[src/rtl/ps2_key_rx_if.sv]
// ps2_key_rx_if: decoded keyboard bus produced by the PS/2 receiver.
// The master drives the key word and strobes; consumers attach as slave.
interface ps2_key_rx_if;
   logic [10:0] ps2_key;
   logic        key_strobe;
   logic [7:0]  rx_byte;
   logic        rx_strobe;
   logic        frame_err;

   modport master (
      output ps2_key,
      output key_strobe,
      output rx_byte,
      output rx_strobe,
      output frame_err
   );

   modport slave (
      input ps2_key,
      input key_strobe,
      input rx_byte,
      input rx_strobe,
      input frame_err
   );
endinterface

[src/rtl/ps2_key_rx.sv]
// ps2_key_rx: receives the raw PS/2 keyboard stream, decodes 11-bit frames
// and folds the E0/F0 prefixes into the 11-bit ps2_key word:
// [10] toggle, [9] pressed, [8] extended, [7:0] scancode.
module ps2_key_rx #(
   parameter int FILTER_LEN = 8,
   parameter int TIMEOUT    = 100000
) (
   input  logic         clk_sys,
   input  logic         reset_n,
   input  logic         ps2_clk_in,
   input  logic         ps2_data_in,
   ps2_key_rx_if.master key_if
);

   localparam int FW = (FILTER_LEN > 1) ? $clog2(FILTER_LEN) : 1;
   localparam int TW = (TIMEOUT > 2) ? $clog2(TIMEOUT) : 1;
   localparam logic [FW-1:0] FILT_MAX = FW'(FILTER_LEN - 1);
   localparam logic [TW-1:0] TMO_MAX  = TW'(TIMEOUT - 1);

   typedef enum logic [1:0] {
      IDLE   = 2'd0,
      DATA   = 2'd1,
      PARITY = 2'd2,
      STOP   = 2'd3
   } state_t;

   // Odd parity over the eight data bits plus the received parity bit.
   function automatic logic odd_parity_ok(input logic [7:0] d, input logic p);
      return ^{d, p};
   endfunction

   // Line conditioning: index 0 is the clock line, index 1 the data line.
   logic [1:0]    line_s;
   logic [1:0]    meta_r;
   logic [1:0]    sync_r;
   logic [1:0]    filt_r;
   logic [FW-1:0] fcnt_r [2];
   logic          clk_prev_r;
   logic          fall_s;
   logic          data_s;

   // Frame receiver.
   state_t        state_r;
   state_t        state_nxt_s;
   logic [2:0]    bit_cnt_r;
   logic [7:0]    shreg_r;
   logic          par_r;
   logic [TW-1:0] timer_r;
   logic          timeout_s;
   logic          shift_s;
   logic          par_en_s;
   logic          good_s;
   logic          bad_s;
   logic          err_s;

   // Registered outputs and prefix flags.
   logic [10:0]   key_r;
   logic          key_strobe_r;
   logic [7:0]    rx_byte_r;
   logic          rx_strobe_r;
   logic          err_r;
   logic          ext_r;
   logic          rel_r;

   assign line_s = {ps2_data_in, ps2_clk_in};

   // Two-stage synchroniser on both lines, preset to the idle-high level.
   always_ff @(posedge clk_sys or negedge reset_n) begin
      if (!reset_n) begin
         meta_r <= 2'b11;
         sync_r <= 2'b11;
      end else begin
         meta_r <= line_s;
         sync_r <= meta_r;
      end
   end

   // Glitch filter: a new level must persist FILTER_LEN samples to pass.
   always_ff @(posedge clk_sys or negedge reset_n) begin
      if (!reset_n) begin
         filt_r     <= 2'b11;
         fcnt_r[0]  <= {FW{1'b0}};
         fcnt_r[1]  <= {FW{1'b0}};
         clk_prev_r <= 1'b1;
      end else begin
         clk_prev_r <= filt_r[0];
         for (int i = 0; i < 2; i++) begin
            if (sync_r[i] == filt_r[i]) begin
               fcnt_r[i] <= {FW{1'b0}};
            end else if (fcnt_r[i] == FILT_MAX) begin
               filt_r[i] <= sync_r[i];
               fcnt_r[i] <= {FW{1'b0}};
            end else begin
               fcnt_r[i] <= fcnt_r[i] + FW'(1);
            end
         end
      end
   end

   assign fall_s    = clk_prev_r & ~filt_r[0];
   assign data_s    = filt_r[1];
   // A fall on the very cycle the watchdog expires still counts as progress.
   assign timeout_s = (state_r != IDLE) && !fall_s && (timer_r == TMO_MAX);

   // FSM state register.
   always_ff @(posedge clk_sys or negedge reset_n) begin
      if (!reset_n) begin
         state_r <= IDLE;
      end else begin
         state_r <= state_nxt_s;
      end
   end

   // FSM next-state: every advance happens on a filtered clock fall.
   always_comb begin
      state_nxt_s = state_r;
      case (state_r)
         IDLE: begin
            if (fall_s && !data_s) state_nxt_s = DATA;
            else                   state_nxt_s = IDLE;
         end
         DATA: begin
            if (timeout_s)                           state_nxt_s = IDLE;
            else if (fall_s && (bit_cnt_r == 3'd7))  state_nxt_s = PARITY;
            else                                     state_nxt_s = DATA;
         end
         PARITY: begin
            if (timeout_s)   state_nxt_s = IDLE;
            else if (fall_s) state_nxt_s = STOP;
            else             state_nxt_s = PARITY;
         end
         STOP: begin
            if (timeout_s || fall_s) state_nxt_s = IDLE;
            else                     state_nxt_s = STOP;
         end
         default: state_nxt_s = IDLE;
      endcase
   end

   // FSM output decode: datapath enables and frame verdicts.
   always_comb begin
      shift_s  = 1'b0;
      par_en_s = 1'b0;
      good_s   = 1'b0;
      bad_s    = 1'b0;
      err_s    = 1'b0;
      case (state_r)
         IDLE: begin
            // A fall with data high cannot be a start bit.
            if (fall_s && data_s) err_s = 1'b1;
            else                  err_s = 1'b0;
         end
         DATA: begin
            shift_s = fall_s;
         end
         PARITY: begin
            par_en_s = fall_s;
         end
         STOP: begin
            if (fall_s && data_s && odd_parity_ok(shreg_r, par_r)) good_s = 1'b1;
            else if (fall_s)                                        bad_s  = 1'b1;
            else                                                    bad_s  = 1'b0;
         end
         default: begin
            shift_s = 1'b0;
         end
      endcase
      bad_s = bad_s | timeout_s;
      err_s = err_s | bad_s;
   end

   // Frame datapath: bit counter, shift register, parity latch, watchdog.
   always_ff @(posedge clk_sys or negedge reset_n) begin
      if (!reset_n) begin
         bit_cnt_r <= 3'd0;
         shreg_r   <= 8'h00;
         par_r     <= 1'b0;
         timer_r   <= {TW{1'b0}};
      end else begin
         if (state_r == IDLE) bit_cnt_r <= 3'd0;
         else if (shift_s)    bit_cnt_r <= bit_cnt_r + 3'd1;

         if (shift_s) shreg_r <= {data_s, shreg_r[7:1]};
         if (par_en_s) par_r <= data_s;

         if ((state_r == IDLE) || fall_s || timeout_s) timer_r <= {TW{1'b0}};
         else                                          timer_r <= timer_r + TW'(1);
      end
   end

   // Byte delivery, prefix folding and one-cycle strobes.
   always_ff @(posedge clk_sys or negedge reset_n) begin
      if (!reset_n) begin
         key_r        <= 11'h000;
         key_strobe_r <= 1'b0;
         rx_byte_r    <= 8'h00;
         rx_strobe_r  <= 1'b0;
         err_r        <= 1'b0;
         ext_r        <= 1'b0;
         rel_r        <= 1'b0;
      end else begin
         key_strobe_r <= 1'b0;
         rx_strobe_r  <= 1'b0;
         err_r        <= err_s;
         if (good_s) begin
            rx_byte_r   <= shreg_r;
            rx_strobe_r <= 1'b1;
            if (shreg_r == 8'hE0) begin
               ext_r <= 1'b1;
            end else if (shreg_r == 8'hF0) begin
               rel_r <= 1'b1;
            end else begin
               key_r        <= {~key_r[10], ~rel_r, ext_r, shreg_r};
               key_strobe_r <= 1'b1;
               ext_r        <= 1'b0;
               rel_r        <= 1'b0;
            end
         end else if (bad_s) begin
            ext_r <= 1'b0;
            rel_r <= 1'b0;
         end
      end
   end

   assign key_if.ps2_key    = key_r;
   assign key_if.key_strobe = key_strobe_r;
   assign key_if.rx_byte    = rx_byte_r;
   assign key_if.rx_strobe  = rx_strobe_r;
   assign key_if.frame_err  = err_r;

endmodule
[src/flat_wrapper.sv]
// flat-port wrapper written by rule: the top's interface ports become plain ports
module ps2_key_rx_flat 
#(
   parameter int FILTER_LEN = 8,
   parameter int TIMEOUT    = 100000
)
  (clk_sys, reset_n, ps2_clk_in, ps2_data_in, key_if_ps2_key, key_if_key_strobe, key_if_rx_byte, key_if_rx_strobe, key_if_frame_err);
  ps2_key_rx_if key_if_i ();
  input  logic clk_sys;
  input  logic reset_n;
  input  logic ps2_clk_in;
  input  logic ps2_data_in;
  output wire logic [$bits(key_if_i.ps2_key)-1:0] key_if_ps2_key;
  output wire logic [$bits(key_if_i.key_strobe)-1:0] key_if_key_strobe;
  output wire logic [$bits(key_if_i.rx_byte)-1:0] key_if_rx_byte;
  output wire logic [$bits(key_if_i.rx_strobe)-1:0] key_if_rx_strobe;
  output wire logic [$bits(key_if_i.frame_err)-1:0] key_if_frame_err;
  assign key_if_ps2_key = key_if_i.ps2_key;
  assign key_if_key_strobe = key_if_i.key_strobe;
  assign key_if_rx_byte = key_if_i.rx_byte;
  assign key_if_rx_strobe = key_if_i.rx_strobe;
  assign key_if_frame_err = key_if_i.frame_err;
  ps2_key_rx #(.FILTER_LEN(FILTER_LEN), .TIMEOUT(TIMEOUT)) u_core (.clk_sys(clk_sys), .reset_n(reset_n), .ps2_clk_in(ps2_clk_in), .ps2_data_in(ps2_data_in), .key_if(key_if_i));
endmodule
[config.mk]
export PLATFORM = sky130hd
export DESIGN_NAME = ps2_key_rx_flat
export DESIGN_NICKNAME = d
export VERILOG_FILES = /design/src/rtl/ps2_key_rx_if.sv /design/src/rtl/ps2_key_rx.sv /design/src/flat_wrapper.sv
export SDC_FILE = /design/constraint.sdc
export NUM_CORES = 1
export LEC_CHECK = 0
export BUFFER_PORTS_ARGS = -buffer_cell sky130_fd_sc_hd__buf_2
export CELL_PAD_IN_SITES_DETAIL_PLACEMENT = 1
export CELL_PAD_IN_SITES_GLOBAL_PLACEMENT = 2
export CORE_MARGIN = 5
export CORE_UTILIZATION = 35
export CTS_BUF_LIST = sky130_fd_sc_hd__clkbuf_16
export CTS_CLUSTER_DIAMETER = 30
export DETAILED_ROUTE_END_ITERATION = 8
export PLACE_DENSITY = 0.72
export SYNTH_ARGS = -nofsm -noshare
export SYNTH_HDL_FRONTEND = slang
export SYNTH_SLANG_ARGS = --single-unit
[constraint.sdc]
create_clock -name clk_sys -period 2.1 [get_ports clk_sys]
set_input_delay 0.21 -clock clk_sys [delete_from_list [all_inputs] [get_ports clk_sys]]
set_output_delay 0.21 -clock clk_sys [all_outputs]
set_load 0.01 [all_outputs]
==> tab_implementation.tex <==
\begin{tabular}{lr}
\hline
Metric & Value \\
\hline
\multicolumn{2}{l}{\textbf{Critical path}} \\
\quad Crit-path max FO & 10 \\
\quad Number of cell instances on the worst register-to-register path & 5 \\
\quad Critical path capture point & u\_core.key\_if.ps2\_key[8]\$\_DFFE\_PN0P\_ \\
\quad Worst setup path start & u\_core.shreg\_r[4]\$\_DFFE\_PN0P\_ \\
\quad Setup Crit Path Kind & register to register \\
\quad Crit Reg-Reg Startpoint & u\_core.shreg\_r[4]\$\_DFFE\_PN0P\_ \\
\quad Register-to-register setup slack & 120 ps \\
\quad Data required, critical path & 2300 ps \\
\quad Data arrival time of the critical path & 2180 ps \\
\quad Element type at the critical path end & register \\
\quad Endpoint of the most critical register-to-register path & u\_core.key\_if.ps2\_key[8]\$\_DFFE\_PN0P\_ \\
\quad Worst Setup Start Kind & register \\
\multicolumn{2}{l}{\textbf{Yosys}} \\
\quad Distinct cell type count of the synthesized netlist & 42 \\
\quad Yosys warns & 0 \\
\quad Net count after synthesis & 258 \\
\quad Flip-flop and latch count after synthesis & 68 \\
\quad Synthesized instance count & 247 \\
\quad Number of flops mapped to enable cells by yosys & 0 \\
\quad Synth top area cells & sky130\_fd\_sc\_hd\_\_dfrtp\_1 51\%, sky130\_fd\_sc\_hd\_\_mux2\_2 6.4\%, sky130\_fd\_sc\_hd\_\_dfstp\_2 6.1\% \\
\quad Synthesized area divided by synthesized cell count & 12.20 sq um \\
\quad Largest area contributor in the netlist & sky130\_fd\_sc\_hd\_\_dfrtp\_1 \\
\quad Area share of the largest cell type after synthesis & 0.5066 \\
\quad Post-synthesis async set-or-reset flop share & 1.000 \\
\quad Sequential share of the synthesized area & 0.5677 \\
\quad Synthesized cell area & 3013 sq um \\
\quad Most frequently used flop master after synthesis & sky130\_fd\_sc\_hd\_\_dfrtp\_1 \\
\multicolumn{2}{l}{\textbf{Power and ir drop}} \\
\quad Worst voltage drop across the vdd grid & 0.3983 mV \\
\quad Register share of total power & 0.428 \\
\quad Proportion of power drawn by combinational gates & 0.153 \\
\quad Leak & 0.001808 uW \\
\quad Cell area power density & 969.7 nW/um\^{}2 \\
\quad Sw power & 969.6 uW \\
\quad P\_int & 2621 uW \\
\quad Relative contribution of the clock network to total power & 0.419 \\
\quad Switching share of total power & 0.2701 \\
\multicolumn{2}{l}{\textbf{Detailed routing}} \\
\quad DRC violation count after routing & 0 \\
\quad Number of vias per cell & 4.854 \\
\quad Total wire length & 5974 um \\
\quad Iteration count of the initial detailed-routing pass & 4 \\
\quad Number of vias after detailed routing & 1966 \\
\quad Wire length per cell & 14.75 um \\
\quad Number of DRC markers after the initial detailed-route iteration & 28 \\
\quad Number of antenna-violating nets in the routed design & 0 \\
\multicolumn{2}{l}{\textbf{Place}} \\
\quad Number of buffers added on ports & 25 \\
\quad Placed standard-cell area & 3356 sq um \\
\quad Total instance count after detailed placement & 384 \\
\quad Global placement routability congestion & 0.7667 \\
\quad Detailed-placement wirelength estimate & 3978 um \\
\multicolumn{2}{l}{\textbf{Min path}} \\
\quad Hold/Removal Path Class & register to register \\
\quad Hold depth & 0 \\
\multicolumn{2}{l}{\textbf{GRT}} \\
\quad Grt ovf & 0 \\
\quad Maximum number of pins on one net before global-route repair & 69 \\
\quad Number of global-route vias before repair & 2068 \\
\quad Wire length of the first global-routing pass & 10050 um \\
\quad Antenna violations before repair & 0 \\
\quad All-layer global routing usage & 0.1222 \\
\multicolumn{2}{l}{\textbf{Clock network}} \\
\quad TritonCTS Sinks & 68 \\
\quad Clock transition at the registers of the reported paths & 60 ps \\
\quad Max clock buf depth & 2 \\
\quad Number of gates resized after CTS & 0 \\
\quad Latest clock arrival within the worst-skew pair & 320 ps \\
\quad Clock buffers created by TritonCTS & 9 \\
\quad Library cell used as clock root buffer & sky130\_fd\_sc\_hd\_\_clkbuf\_16 \\
\quad Clock H-tree levels & 3 \\
\quad Clock tree from TritonCTS & yes \\
\multicolumn{2}{l}{\textbf{Flow run}} \\
\quad Max Cap Violations & 0 \\
\multicolumn{2}{l}{\textbf{STA}} \\
\quad Worst clock skew & 6.975 ps \\
\quad Setup total negative slack & 0 ps \\
\quad F\_max & 505.4 MHz \\
\quad Crit path time final & 1979 ps \\
\quad Transition time of the tightest slew-check pin & 377.4 ps \\
\quad Setup repair after global routing missed its margin & no \\
\quad Fin crit share & 0.9422 \\
\quad Number of endpoints with negative hold slack in the final report & 0 \\
\quad Final setup fails & 0 \\
\quad Worst slew margin relative to its limit & 0.7461 \\
\quad Final Slew Violations & 0 \\
\multicolumn{2}{l}{\textbf{Finish}} \\
\quad Area Growth Syn to Fin & 22.88\% \\
\quad Antenna diode instance count & 0 \\
\quad Post-layout instance count excluding filler cells & 405 \\
\quad Total number of nets in the final design & 306 \\
\quad Number of inserted filler cells in the final layout & 923 \\
\quad Fraction of final layout cells sized beyond drive strength 1 & 0.2933 \\
\quad Area of all placed cells without fillers & 3702 sq um \\
\multicolumn{2}{l}{\textbf{Floorplan}} \\
\quad Die outline width & 102.8 um \\
\quad Overall die height & 102.8 um \\
\quad Top Ports & 26 \\
\quad Row Count & 33 \\
\quad Total Die Area & 10560 sq um \\
\quad Core Area & 8299 sq um \\
\quad Initial core utilization & 0.3630 \\
\multicolumn{2}{l}{\textbf{Status}} \\
\quad Outcome & finished, final reports clean \\
\hline
\end{tabular}
power groups by stage:
| stage | Clock, uW | Sequential [uW] | Combinational [uW] |
|---|---|---|---|
| final | 1500 | 1540 | 550 |
| after global placement | 0 | 1550 | 542 |
| after detailed placement | 0 | 1560 | 554 |
| after CTS | 1550 | 1540 | 564 |
| after floorplan | 0 | 1520 | 362 |
| after global routing | 1610 | 1550 | 619 |
registers in the layout, summed over array words and instances, names as in the netlist, 2 cells and up:
name,flops
u_core.bit_cnt_r,3
u_core.fcnt_r,6
u_core.filt_r,2
u_core.key_if.ps2_key,11
u_core.key_if.rx_byte,8
u_core.meta_r,2
u_core.shreg_r,8
u_core.state_r,2
u_core.sync_r,2
u_core.timer_r,17
how the worst min path moves through the flow:
stage                                     startpoint                                 to  slack (ps)
after global routing      u_core.meta_r[0]$_DFF_PN1_         u_core.sync_r[0]$_DFF_PN1_         360
after global placement                       reset_n  u_core.key_if.rx_strobe$_DFF_PN0_         260
final                     u_core.meta_r[0]$_DFF_PN1_         u_core.sync_r[0]$_DFF_PN1_         360
after floorplan                              reset_n    u_core.bit_cnt_r[0]$_DFFE_PN0P_         -90
after CTS                 u_core.meta_r[0]$_DFF_PN1_         u_core.sync_r[0]$_DFF_PN1_         360
after detailed placement                     reset_n  u_core.key_if.rx_strobe$_DFF_PN0_         260
final cells by class:
type / count / area (sq um) / area share
Timing Repair Buffer: 45 / 307.8 / 0.08314
Sequential cell: 68 / 1710 / 0.4620
Multi-Input combinational cell: 162 / 1217 / 0.3288
Clock buffer: 9 / 225.2 / 0.06083
Tap cell: 105 / 131.4 / 0.03548
Clock inverter: 7 / 76.32 / 0.02062
Inverter: 9 / 33.78 / 0.009125
cell usage in the layout, fill, tap and decap left out, types with 2 or more instances in the layout:
master / count
sky130_fd_sc_hd__nor3_1: 4
sky130_fd_sc_hd__clkbuf_16: 9
sky130_fd_sc_hd__dlygate4sd3_1: 3
sky130_fd_sc_hd__nand2_1: 14
sky130_fd_sc_hd__a22o_1: 5
sky130_fd_sc_hd__a2bb2oi_1: 3
sky130_fd_sc_hd__xnor2_1: 7
sky130_fd_sc_hd__inv_1: 9
sky130_fd_sc_hd__buf_4: 15
sky130_fd_sc_hd__buf_12: 2
sky130_fd_sc_hd__mux2i_1: 2
sky130_fd_sc_hd__nor4_1: 2
sky130_fd_sc_hd__buf_2: 25
sky130_fd_sc_hd__clkinvlp_4: 2
sky130_fd_sc_hd__dfrtp_1: 61
sky130_fd_sc_hd__nand4_1: 6
sky130_fd_sc_hd__and3_1: 3
sky130_fd_sc_hd__clkinv_4: 2
sky130_fd_sc_hd__mux2_2: 17
sky130_fd_sc_hd__a21oi_1: 4
sky130_fd_sc_hd__mux2_4: 3
sky130_fd_sc_hd__nand2b_1: 3
sky130_fd_sc_hd__ha_1: 7
sky130_fd_sc_hd__o21ai_0: 9
sky130_fd_sc_hd__nor2_1: 24
sky130_fd_sc_hd__nor3b_1: 2
sky130_fd_sc_hd__and2_1: 6
sky130_fd_sc_hd__nand3_1: 8
sky130_fd_sc_hd__dfstp_2: 7
sky130_fd_sc_hd__a211oi_1: 2
sky130_fd_sc_hd__and4_1: 2
sky130_fd_sc_hd__nor2b_1: 3
sky130_fd_sc_hd__xor2_1: 14
per-stage QoR:
stage | utilization | hold WS [ps] | setup WS [ps] | power [uW]
finish | 0.4461 | 356.1 | 121.4 | 3590
global route | 0.4461 | 363.4 | 13.62 | 3783
CTS | 0.4443 | 356.1 | 50.83 | 3651
detailed placement | 0.4043 | 263.0 | 65.65 | 2116
global placement | 0.4043 | 264.9 | 113.4 | 2096
floorplan | - | -85.59 | 46.84 | 1879
logic make-up after synthesis:
| kind of cell | after synthesis | synth area share |
|---|---|---|
| DFF | 68 | 0.5677 |
| xor gates and xnor gates | 24 | 0.08430 |
| muxes | 23 | 0.09261 |
| AOI/OAI and AO/OA | 27 | 0.05939 |
| buffers and inverters | 17 | 0.02824 |
| and+or+nand+nor | 81 | 0.1387 |
| adders and majority gates | 7 | 0.02907 |
layer usage:
metal  share of wire  global-route usage
met5               0                   0
met3           0.034             0.02436
met4           0.015             0.04781
met1            0.49              0.1610
met2            0.46              0.1986
critical path: stages, from the launching register on:
cell,delay (ps)
sky130_fd_sc_hd__dfrtp_1,400
sky130_fd_sc_hd__xor2_1,150
sky130_fd_sc_hd__xnor3_2,440
sky130_fd_sc_hd__mux2i_4,240
sky130_fd_sc_hd__and2b_4,270
sky130_fd_sc_hd__mux2_2,350
repair_timing:
item / CTS / global route
hold buffers: 3 / 0
setup buffers: 0 / 2
endpoints found under the hold margin: 63 / 0
endpoints found under the setup margin: 0 / 3
Yosys cell counts (6+ instances only):
library cell	number
sky130_fd_sc_hd__dfrtp_1	61
sky130_fd_sc_hd__nor2_1	24
sky130_fd_sc_hd__mux2_2	17
sky130_fd_sc_hd__nand2_1	14
sky130_fd_sc_hd__xor2_1	14
sky130_fd_sc_hd__inv_1	9
sky130_fd_sc_hd__o21ai_0	9
sky130_fd_sc_hd__nand3_1	8
sky130_fd_sc_hd__dfstp_2	7
sky130_fd_sc_hd__ha_1	7
sky130_fd_sc_hd__xnor2_1	7
sky130_fd_sc_hd__and2_1	6
sky130_fd_sc_hd__nand4_1	6
Power figures use the tool's default switching activity.
